===== config.mk =====
export PLATFORM = sky130hd
export DESIGN_NAME = serial_frame_decoder
export DESIGN_NICKNAME = d
export VERILOG_FILES = /design/src/rtl/serial_frame_pkg.sv /design/src/rtl/serial_frame_timeout.sv /design/src/rtl/serial_frame_decoder.sv
export SDC_FILE = /design/constraint.sdc
export NUM_CORES = 1
export LEC_CHECK = 0
export CELL_PAD_IN_SITES_DETAIL_PLACEMENT = 0
export CELL_PAD_IN_SITES_GLOBAL_PLACEMENT = 1
export CORE_MARGIN = 3
export CORE_UTILIZATION = 47
export CTS_CLUSTER_DIAMETER = 150
export CTS_CLUSTER_SIZE = 10
export DETAILED_ROUTE_END_ITERATION = 8
export HOLD_SLACK_MARGIN = 0.15
export PLACE_DENSITY_LB_ADDON = 0.1
export SETUP_SLACK_MARGIN = 0.05
export SYNTH_ARGS = -nofsm -noshare
export SYNTH_HDL_FRONTEND = slang
export SYNTH_SLANG_ARGS = --single-unit

===== constraint.sdc =====
create_clock -name clk -period 3.6 [get_ports clk]
set_input_delay 0.54 -clock clk [delete_from_list [all_inputs] [get_ports clk]]
set_output_delay 0.54 -clock clk [all_outputs]
set_load 0.05 [all_outputs]

===== src/rtl/serial_frame_pkg.sv =====
// Shared definitions for the serial frame decoder: FSM states, error codes, length width.
package serial_frame_pkg;

    typedef enum logic [2:0] {
        HUNT,
        SYNC,
        TYPE,
        PAYLOAD,
        CHECK
    } state_t;

    localparam logic [1:0] ERR_NONE    = 2'b00;
    localparam logic [1:0] ERR_TYPE    = 2'b01;
    localparam logic [1:0] ERR_CSUM    = 2'b10;
    localparam logic [1:0] ERR_TIMEOUT = 2'b11;

    localparam int LEN_W = 16;

endpackage


===== src/rtl/serial_frame_timeout.sv =====
// Saturating idle counter; expired is high once TIMEOUT_CYCLES enabled, uncleared cycles have elapsed.
// Registered count, combinational compare; a TIMEOUT_CYCLES of 0 removes the counter entirely.
module serial_frame_timeout #(
    parameter int unsigned TIMEOUT_CYCLES = 100000
) (
    input  logic clk,
    input  logic reset,
    input  logic clear,
    input  logic enable,
    output logic expired
);

    generate
        if (TIMEOUT_CYCLES == 0) begin : g_off
            logic unused_inputs;
            assign unused_inputs = ^{clk, reset, clear, enable};
            assign expired = 1'b0;
        end else begin : g_on
            localparam int CW = $clog2(TIMEOUT_CYCLES + 1);
            localparam logic [CW-1:0] LIMIT = CW'(TIMEOUT_CYCLES);

            logic [CW-1:0] count;

            always_ff @(posedge clk) begin
                if (reset || clear) begin
                    count <= '0;
                end else if (enable && (count != LIMIT)) begin
                    count <= count + 1'b1;
                end
            end

            assign expired = (count == LIMIT);
        end
    endgenerate

endmodule


===== src/rtl/serial_frame_decoder.sv =====
// Sync/type/payload/XOR-checksum frame decoder; all outputs registered, one cycle after the causing strobe.
// No backpressure: every rx_data_ready strobe is consumed, including back-to-back strobes.
module serial_frame_decoder
    import serial_frame_pkg::*;
#(
    parameter int                        SYNC_LEN       = 2,
    parameter logic [SYNC_LEN*8-1:0]     SYNC_PATTERN   = 16'hA55A,
    parameter int                        NUM_TYPES      = 2,
    parameter logic [NUM_TYPES*8-1:0]    TYPE_CODES     = {8'h02, 8'h01},
    parameter logic [NUM_TYPES*16-1:0]   PAYLOAD_LENS   = {16'd5, 16'd3},
    parameter int unsigned               TIMEOUT_CYCLES = 100000
) (
    input  logic                                               clk,
    input  logic                                               reset,
    input  logic [7:0]                                         rx_data,
    input  logic                                               rx_data_ready,
    output logic [7:0]                                         msg_out,
    output logic [(NUM_TYPES > 1 ? $clog2(NUM_TYPES) : 1)-1:0] msg_type,
    output logic                                               msg_valid,
    output logic                                               msg_first,
    output logic                                               msg_last,
    output logic                                               frame_done,
    output logic                                               frame_error,
    output logic [1:0]                                         error_code,
    output logic                                               busy
);

    localparam int TW   = (NUM_TYPES > 1) ? $clog2(NUM_TYPES) : 1;
    localparam int SI_W = (SYNC_LEN > 1) ? $clog2(SYNC_LEN) : 1;

    state_t            state;
    logic [SI_W-1:0]   sync_idx;
    logic [LEN_W-1:0]  remaining;
    logic [7:0]        csum;
    logic              first_pend;
    logic              expired;

    logic              type_hit;
    logic [TW-1:0]     type_idx;
    logic [LEN_W-1:0]  type_len;

    // Byte k of the preamble; byte 0 is the first one on the wire.
    function automatic logic [7:0] sync_byte(input int k);
        return SYNC_PATTERN[8*(SYNC_LEN-1-k) +: 8];
    endfunction

    // Scan from the top down so the lowest matching index is the one that sticks.
    always_comb begin
        type_hit = 1'b0;
        type_idx = '0;
        type_len = '0;
        for (int i = NUM_TYPES - 1; i >= 0; i--) begin
            if (rx_data == TYPE_CODES[8*i +: 8]) begin
                type_hit = 1'b1;
                type_idx = TW'(i);
                type_len = PAYLOAD_LENS[16*i +: 16];
            end
        end
    end

    serial_frame_timeout #(
        .TIMEOUT_CYCLES(TIMEOUT_CYCLES)
    ) u_timeout (
        .clk    (clk),
        .reset  (reset),
        .clear  (rx_data_ready || (state == HUNT)),
        .enable (busy),
        .expired(expired)
    );

    assign busy = (state != HUNT);

    always_ff @(posedge clk) begin
        if (reset) begin
            state       <= HUNT;
            sync_idx    <= '0;
            remaining   <= '0;
            csum        <= '0;
            first_pend  <= 1'b0;
            msg_out     <= '0;
            msg_type    <= '0;
            msg_valid   <= 1'b0;
            msg_first   <= 1'b0;
            msg_last    <= 1'b0;
            frame_done  <= 1'b0;
            frame_error <= 1'b0;
            error_code  <= ERR_NONE;
        end else begin
            msg_valid   <= 1'b0;
            msg_first   <= 1'b0;
            msg_last    <= 1'b0;
            frame_done  <= 1'b0;
            frame_error <= 1'b0;

            if (rx_data_ready) begin
                case (state)
                    HUNT: begin
                        if (rx_data == sync_byte(0)) begin
                            if (SYNC_LEN == 1) begin
                                state <= TYPE;
                            end else begin
                                state    <= SYNC;
                                sync_idx <= SI_W'(1);
                            end
                        end
                    end
                    SYNC: begin
                        if (rx_data == sync_byte(int'(sync_idx))) begin
                            if (sync_idx == SI_W'(SYNC_LEN - 1)) begin
                                state <= TYPE;
                            end else begin
                                sync_idx <= sync_idx + 1'b1;
                            end
                        end else if (rx_data == sync_byte(0)) begin
                            sync_idx <= SI_W'(1);
                        end else begin
                            state <= HUNT;
                        end
                    end
                    TYPE: begin
                        if (type_hit) begin
                            msg_type   <= type_idx;
                            remaining  <= type_len;
                            csum       <= rx_data;
                            first_pend <= 1'b1;
                            state      <= PAYLOAD;
                        end else begin
                            frame_error <= 1'b1;
                            error_code  <= ERR_TYPE;
                            state       <= HUNT;
                        end
                    end
                    PAYLOAD: begin
                        msg_out    <= rx_data;
                        msg_valid  <= 1'b1;
                        msg_first  <= first_pend;
                        msg_last   <= (remaining == LEN_W'(1));
                        first_pend <= 1'b0;
                        csum       <= csum ^ rx_data;
                        remaining  <= remaining - 1'b1;
                        if (remaining == LEN_W'(1)) begin
                            state <= CHECK;
                        end
                    end
                    CHECK: begin
                        if (rx_data == csum) begin
                            frame_done <= 1'b1;
                        end else begin
                            frame_error <= 1'b1;
                            error_code  <= ERR_CSUM;
                        end
                        state <= HUNT;
                    end
                    default: state <= HUNT;
                endcase
            end else if (expired && (state != HUNT)) begin
                frame_error <= 1'b1;
                error_code  <= ERR_TIMEOUT;
                state       <= HUNT;
            end
        end
    end

endmodule


==> metrics.txt <==
run status=completed; post-cts hold buffer count=0; remaining routing DRC violations=0; cell type of the slowest stage on the worst timing path=clkdlybuf4s50_1; Min-Delay Endpoint=msg_out[3]; critical path launch point=rx_data[0]; number of clock sinks=just over 60; detailed router's first-iteration violation count=94; final hold violations=0; path depth of the worst reg2reg path=5; number of synthesized register bits=62; Bufs on Longest Clock Path=2; post-cts resize count=0; final-report setup violation count=0; max-capacitance violation count=0; largest net degree at the start of global routing=29; layout cells sized above 1=under 10%; global-route usage over all layers=about a fifth; number of global-route vias before repair=between 2,000 and 2,500; length of the first detailed-routing pass in iterations=4; Placed Cells incl. Taps=between 400 and 500; Worst-path clk slew=70 ps; cell-by-cell listing of the critical path=clkdlybuf4s50_1, xor2_4, a31oi_4, or4_4, or4_1, a21oi_1; worst hold path cell count=2; net total in the final layout=slightly above 400; RSZ-0062 raised after global routing=no; type of the worst min-delay path=reg2reg; register area share after synthesis=39.7%; wire length of the first global-routing pass=about 12,000 um; antenna diode instance count=0; netlist area before placement=about 3100 um2; number of standard cells after synthesis=374; placeable core area=about 6400 um2; Max transition margin=about half; Buf+Inv Stages, Crit Path=1; TritonCTS clock tree=built; DP Worst Slack=~560 ps; Site Rows=29; mean instance size in the synthesized netlist=around 8.4 um2; number of antenna violations at the first check in global routing=0; Post-CTS Setup Repair Bufs=0; top area cells in the synthesized netlist=dfxtp_1 40%, xnor2_1 6.7%, nor2_1 5.9%; class of the most critical setup path=in2reg; summed area of non-filler cells in the final layout=roughly 3600 um2; number of port buffers=27; number of pins with negative max-slew slack in the final report=0; CP max stage delay=between 700 and 800 ps; horizontal die dimension=87.6 um; per-cell routed wire length=roughly 15 um; cell taking the most area after synthesis=dfxtp_1; biggest fanout along the worst timing path=15; die height=87.6 um; top-level port count=28; reg2reg setup slack=between 1000 and 1500 ps; Worst Path Arrival=between 2000 and 3000 ps; largest vdd supply drop=between 200 and 300 uV; accumulated negative setup slack=0 ps; actual transition at the worst max-transition pin=approximately 740 ps; crit path setup slack, layout=893 ps; crit-path leading delay family=simple AND/OR/NAND/NOR gates; EDFF count, synth=0; WL final=approximately 6900 um; fraction of synthesis flops using an asynchronous set or reset pin=0%; cell area power density=around 360 nW/um2; number of levels in the clock H-tree=3; clock buffer count from CTS=9; total half-perimeter wirelength after legalization and detailed placement=4740 um; final worst path period share=around three quarters; insertion delay of the later-clocked pin in the worst-skew pair=roughly 330 ps; total power consumption of the routed design=1270 uW; Final ANT Viol Nets=0; placed instance area=3420 um2; time the worst path needs with I/O delays and setup=2710 ps; endpoint type of the worst setup path=register; via count=~2,700; Initial Utilization=~49%; weighted congestion reported at the end of routability-driven placement=around 0.84; source of the worst register-to-register timing path=state[1]; worst reg2reg path endpoint=remaining[13]; via/cell ratio=5.60; Data required, critical path=approximately 3900 ps; origin of the worst min-delay path=msg_out[3]; Post-Syn Nets=389; fmax=around 0.37 GHz; final non-filler cell total=around 470; clock root cell=clkbuf_8; area overhead of the layout relative to synthesis=14.4%; largest clock skew in the final design=roughly 7.4 ps; post-synth cell types=46; flip-flop cell with the highest count after synthesis=dfxtp_1; static leakage=between 0.001 and 0.0015 uW; die outline area=7670 um2; top-area cell type share of the netlist area=39.7%; Warnings, synthesis=0; type of element launching the critical path=primary input; total grt overflow=0
[cells in the final DEF (no fill, tap or decap), drive strengths merged, types with 6 or more instances in the layout]
master         synthesis  final
nand4                 10     10
dfxtp                 62     62
and2                   6      6
o21ai                 12     12
nand2                 37     37
a21oi                 21     21
nor2                  49     49
nor4                  14     14
inv                   10     10
and3                   8      8
nor3                   9      9
clkbuf                17     12
xnor2                 24     24
clkdlybuf4s50          0     27
xor2                  16     16
nand3                 10     10
or3                    7      7
[layer usage]
layer	vias up	track usage, %	share of wire, %
li1	1340	-	-
met1	1248	25.9	49
met2	54	31.1	46
met3	8	6.49	4.0
met4	0	6.00	1.3
met5	-	0	0
[power breakdown]
group	internal (uW)	switching, uW	total, uW
registers	687	2.94	690
clock network	259	247	506
logic	28.9	48.5	77.4
[cell type report]
class,count,area (um2)
Fill cell,628,2810
Multi-Input combinational cell,281,1760
Sequential cell,62,1240
Timing Repair Buffer,29,285
Clock buffer,12,145
Tap cell,77,96.3
Inverter,10,37.5
Clock inverter,2,10.0
[state kept, by name, indices dropped and copies added (netlist names), 2 cells and up]
signal                cells
csum                      8
remaining                16
u_timeout.g_on.count     17
state                     3
msg_out                   8
error_code                2
[cells by family after synthesis]
logic type | count (synthesis) | share of synthesized area (%)
buf+inv | 31 | 3.96
simple gates | 181 | 31.2
fa+ha+maj | 4 | 1.60
compound gates | 54 | 11.1
mux | 2 | 0.640
xor+xnor | 40 | 11.8
flops | 62 | 39.7
[worst reg2reg max path: stages (launching register included)]
cell,delay (ps)
dfxtp_1,570
nand2_1,130
or2_2,440
or4_4,590
or4_1,420
a21oi_1,150
[cell usage after synthesis, types with 2 or more instances]
cell type / count
a211oi_1: 5
a21oi_1: 21
a31o_2: 2
and2_1: 6
and3_1: 8
and4_1: 3
buf_1: 2
buf_4: 2
clkbuf_1: 17
dfxtp_1: 62
ha_1: 4
inv_1: 10
mux2i_1: 2
nand2_1: 37
nand2b_1: 5
nand3_1: 10
nand3b_1: 3
nand4_1: 10
nand4b_1: 2
nor2_1: 49
nor3_1: 7
nor3_4: 2
nor3b_1: 2
nor4_1: 13
nor4bb_1: 3
o21a_1: 2
o21ai_0: 12
o22ai_1: 2
o31ai_1: 2
o41ai_1: 2
or2_2: 5
or3_1: 7
or4_1: 3
or4b_2: 3
xnor2_1: 24
xor2_1: 15
[worst max-delay path by stage]
| stage | endpoint | slack (ps) | depth (start not counted) |
|---|---|---|---|
| final | remaining[13] | 890 | 6 |
| after global routing | busy | 780 | 3 |
| after CTS | remaining[13] | 900 | 6 |
| after detailed placement | remaining[13] | 560 | 6 |
| after global placement | remaining[13] | 600 | 6 |
| after floorplan | remaining[13] | 1390 | 6 |
[metrics by stage]
step	utilization, %	hold slack, ps
floorplan	-	439
global route	56.0	483
CTS	56.0	458
finish	56.0	453
global placement	53.6	442
detailed placement	53.6	449
Note: power is estimated with default switching activity, not from simulation.
